==> config.mk <==
export PLATFORM = sky130hd
export DESIGN_NAME = tq_buf_ctrl
export DESIGN_NICKNAME = d
export VERILOG_FILES = /design/src/rtl/tq_buf_ctrl.sv
export SDC_FILE = /design/constraint.sdc
export NUM_CORES = 1
export LEC_CHECK = 0
export ABC_CLOCK_PERIOD_IN_PS = 4300
export CORE_AREA = 2 2 207 209
export CTS_CLUSTER_DIAMETER = 150
export DETAILED_ROUTE_END_ITERATION = 10
export DIE_AREA = 0 0 209 211
export PLACE_DENSITY_LB_ADDON = 0.08
export SETUP_SLACK_MARGIN = 0.1
export SLEW_MARGIN = 20
export SYNTH_ARGS = -nofsm -noshare
export SYNTH_HDL_FRONTEND = slang
export SYNTH_SLANG_ARGS = --single-unit
==> constraint.sdc <==
create_clock -name clk -period 4.3 [get_ports clk]
set_clock_uncertainty 0.2 [all_clocks]
set_input_delay 0.86 -clock clk [delete_from_list [all_inputs] [get_ports clk]]
set_output_delay 0.86 -clock clk [all_outputs]
set_load 0.03 [all_outputs]
==> src/rtl/tq_buf_ctrl.sv <==
// Ping-pong controller for a 2-port 32x128 TQ coefficient RAM split into two banks.
// The producer fills one bank while the consumer drains the other, in strict alternation.
module tq_buf_ctrl #(
  parameter int DATA_W     = 128,
  parameter int ADDR_W     = 5,
  parameter int BANK_WORDS = 16
) (
  input  logic              clk,
  input  logic              rst,
  input  logic              wr_valid,
  input  logic [DATA_W-1:0] wr_data,
  output logic              wr_ready,
  output logic              wr_blk_done,
  output logic              rd_avail,
  input  logic              rd_en,
  output logic [DATA_W-1:0] rd_data,
  output logic              rd_data_vld,
  output logic              rd_last,
  output logic              rd_err,
  output logic              ram_we,
  output logic [ADDR_W-1:0] ram_waddr,
  output logic [DATA_W-1:0] ram_wdata,
  output logic              ram_rd,
  output logic [ADDR_W-1:0] ram_raddr,
  input  logic [DATA_W-1:0] ram_rdata
);
  localparam int CW = ADDR_W - 1;
  localparam logic [CW-1:0] LAST = CW'(BANK_WORDS - 1);

  logic [1:0]    full, full_nxt;
  logic          wr_bank, rd_bank;
  logic [CW-1:0] wr_cnt, rd_cnt;
  logic          rd_pend, last_pend;
  logic          rd_fin;

  // Port strobes are also gated by rst so nothing reaches the RAM while in reset.
  assign wr_ready    = ~full[wr_bank];
  assign ram_we      = wr_valid & wr_ready & ~rst;
  assign ram_waddr   = {wr_bank, wr_cnt};
  assign ram_wdata   = wr_data;
  assign wr_blk_done = ram_we & (wr_cnt == LAST);

  assign rd_avail    = full[rd_bank];
  assign ram_rd      = rd_en & rd_avail & ~rst;
  assign ram_raddr   = {rd_bank, rd_cnt};
  assign rd_fin      = ram_rd & (rd_cnt == LAST);

  assign rd_data     = ram_rdata;
  assign rd_data_vld = rd_pend;
  assign rd_last     = last_pend;

  // Writer only targets an empty bank and reader only a full one, so the two
  // updates never hit the same bit.
  always_comb begin
    full_nxt = full;
    if (rd_fin)      full_nxt[rd_bank] = 1'b0;
    if (wr_blk_done) full_nxt[wr_bank] = 1'b1;
  end

  always_ff @(posedge clk or posedge rst) begin
    if (rst) begin
      full      <= '0;
      wr_bank   <= 1'b0;
      wr_cnt    <= '0;
      rd_bank   <= 1'b0;
      rd_cnt    <= '0;
      rd_pend   <= 1'b0;
      last_pend <= 1'b0;
      rd_err    <= 1'b0;
    end else begin
      full <= full_nxt;
      if (ram_we) begin
        wr_cnt <= wr_cnt + CW'(1);
        if (wr_cnt == LAST) wr_bank <= ~wr_bank;
      end
      if (ram_rd) begin
        rd_cnt <= rd_cnt + CW'(1);
        if (rd_cnt == LAST) rd_bank <= ~rd_bank;
      end
      rd_pend   <= ram_rd;
      last_pend <= rd_fin;
      if (rd_en & ~rd_avail) rd_err <= 1'b1;
    end
  end

endmodule

==> run metrics <==
nets ~340; core region area between 40000 and 50000 sq um; gr usage total 0.0295; power per cell area 457 nW/um^2; RSZ-0062 raised after global routing false; FF+latch count, synth 15; CP endpoint kind output pin; Post-Syn Area approximately 2700 sq um; outcome finished clean; setup tns final 0 ns; hold_buf cts 0; clock root cell clkbuf_16; Routed WL per cell ~11 um; Fillers 4909; TritonCTS clock tree done; CP Launch Point rst; MaxCap Viol Count 0; Fmax 269 MHz; pre-CTS setup slack 0.455 ns; gr ovfl total 0; Placer Congestion 0.561; r2r startpoint rd_cnt[0]; # DRC 0; TritonCTS Buffers 3; Vert. Die Dim approximately 210 um; worst vdd ir 0.000178 V; Hold Startpoint rd_err; vias per std cell around 1.4; htree depth 1; Routed WL between 6000 and 7000 um; Initial DRC Count 34; Hold Slack around 0.30 ns; Worst Path Arrival 2.66 ns; clock share of power 0.255; largest net degree at the start of global routing 16; syn_nets 574; CP peak stage delay about 0.76 ns; synthesized area per cell ~8.5 sq um; yosys warns 0; clk_lat worst skew between 0.2 and 0.3 ns; worst hold path type flop to flop; Die X ~210 um; distinct cell type count after synthesis 22; Antenna Cells 0; period utilization 0.866; layout cells sized above 1 0.190; CTS clock-pin slew for the worst setup and hold paths roughly 0.06 ns; Switch Pwr between 0.3 and 0.4 mW; Pint approximately 0.45 mW; total power 0.772 mW; Worst-Margin Slew just under 0.8 ns; post-CTS sizing 0; Sequential Power Share 0.322; fin crit period 3.72 ns; port bufs 21; Worst Setup Start Kind input pin; HPWL after detailed placement 5730 um; setup repair bufs after CTS 0; vias in the first global route a little under 900; Synth-to-Final Area Change -36.6%; max_slew headroom 0.472; routed via count between 800 and 900; most frequent CP cell clkdlybuf4s50_1; Fin. Hold Viols 0; pins over their slew limit 0; top cell type's share of synthesized area 0.727; initial antenna violation count 0; row count between 70 and 80; crit-path cells clkdlybuf4s50_1 -> nand2b_1 -> nor3_4 -> clkdlybuf4s50_1; crit-path max FO 4; Initial Util 0.0638; sequential area share after synthesis 0.141; Max Buffers Root-to-Sink 2; placed instance count 614; first-pass GRT wire length 8360 um; Synth area leaders buf_4 (73%), dfrtp_1 (14%), mux2_4 (1.7%), xor2_1 (1.6%), nor3_4 (1.2%); final setup vio count 0; Die ar. roughly 44000 sq um; switching share of total power 0.416; drt first pass iters 4; top cell type by total area after synthesis buf_4; non-filler instance count after layout 618; Logic pwr share 0.423; IO Count about 530; Slowest cell on crit path clkdlybuf4s50_1; critical path class input pin to output pin; final setup margin between 0.5 and 0.6 ns; Synth Instances ~310; DRT antenna net count 0; CP required about 3.2 ns; clk sink count 15; Leakage Power around 0.47 nW
cell usage after synthesis:
cell type	number
o31a_1	1
nand2_4	1
nor3b_2	1
mux2i_4	1
inv_1	4
mux2_4	3
ha_1	2
nor3_4	2
xor2_1	5
dfrtp_1	15
nand2b_1	1
o31ai_1	2
nand3_1	5
buf_4	258
clkinv_2	1
nor3_1	1
nor2_4	1
nor2b_1	1
nand2b_2	1
xnor2_1	3
nor3_2	1
a21o_1	2
per-stage QoR:
step,util,cell area (sq um)
floorplan,-,2660
global placement,0.0386,1610
detailed placement,0.0386,1610
CTS,0.0404,1690
global route,0.0404,1690
finish,0.0404,1690
placed cells by master, fill, tap and decap left out, types with 2 or more instances in the layout:
cell and instances:
a21o_1 2, clkbuf_16 3, clkdlybuf4s50_1 21, dfrtp_1 15, ha_1 2, inv_1 4
mux2_4 3, nand3_1 5, nor3_4 2, o31ai_1 2, xnor2_1 3, xor2_1 5
power groups by stage:
| stage | logic, mW | clock network [mW] | registers (mW) |
|---|---|---|---|
| after global placement | 0.344 | 0 | 0.253 |
| after CTS | 0.335 | 0.213 | 0.253 |
| after detailed placement | 0.334 | 0 | 0.254 |
| after floorplan | 0.591 | 0 | 0.291 |
| after global routing | 0.351 | 0.218 | 0.259 |
| final | 0.327 | 0.197 | 0.249 |
critical path: cells and delay by family:
family,cells,cell delay (ns)
buf+inv,2,1.28
simple gates,2,0.52
flip-flops by register name, summed over array words and instances (netlist names):
register	cells
wr_cnt	4
full	2
rd_bank	1
rd_cnt	4
rd_last	1
rd_err	1
wr_bank	1
rd_data_vld	1
cells by family after synthesis:
kind of cell    Yosys count  synth area share
buf+inv                 263             0.735
mux                       4            0.0254
flops                    15             0.141
simple gates             15            0.0484
compound gates            5            0.0146
xor+xnor                  8            0.0263
fa+ha+maj                 2           0.00940
layer usage:
metal | GRT usage | vias to the layer above | wire length [um]
li1 | - | 237 | -
met1 | 0.0253 | 341 | 2070
met2 | 0.0337 | 185 | 2550
met3 | 0.0314 | 84 | 1480
met4 | 0.0335 | 2 | 647
met5 | 0.00779 | - | 45
layout make-up:
| type | count | area [sq um] | share of cell area |
|---|---|---|---|
| Tap cell | 539 | 674 | 0.399 |
| Inverter | 5 | 20.0 | 0.0119 |
| Multi-Input combinational cell | 34 | 330 | 0.196 |
| Clock buffer | 4 | 78.8 | 0.0467 |
| Timing Repair Buffer | 21 | 210 | 0.124 |
| Sequential cell | 15 | 375 | 0.222 |
worst paths after layout:
path	endpoint	slack, ns	depth (start not counted)
min reg2reg	rd_err	0.30	1
max reg2reg	full[0]	2.51	4
max in group asynchronous	wr_cnt[3]	2.36	2
min in group asynchronous	rd_err	1.04	2
max	wr_blk_done	0.58	4
min	rd_err	0.30	1
Note: power is estimated with default switching activity, not from simulation.
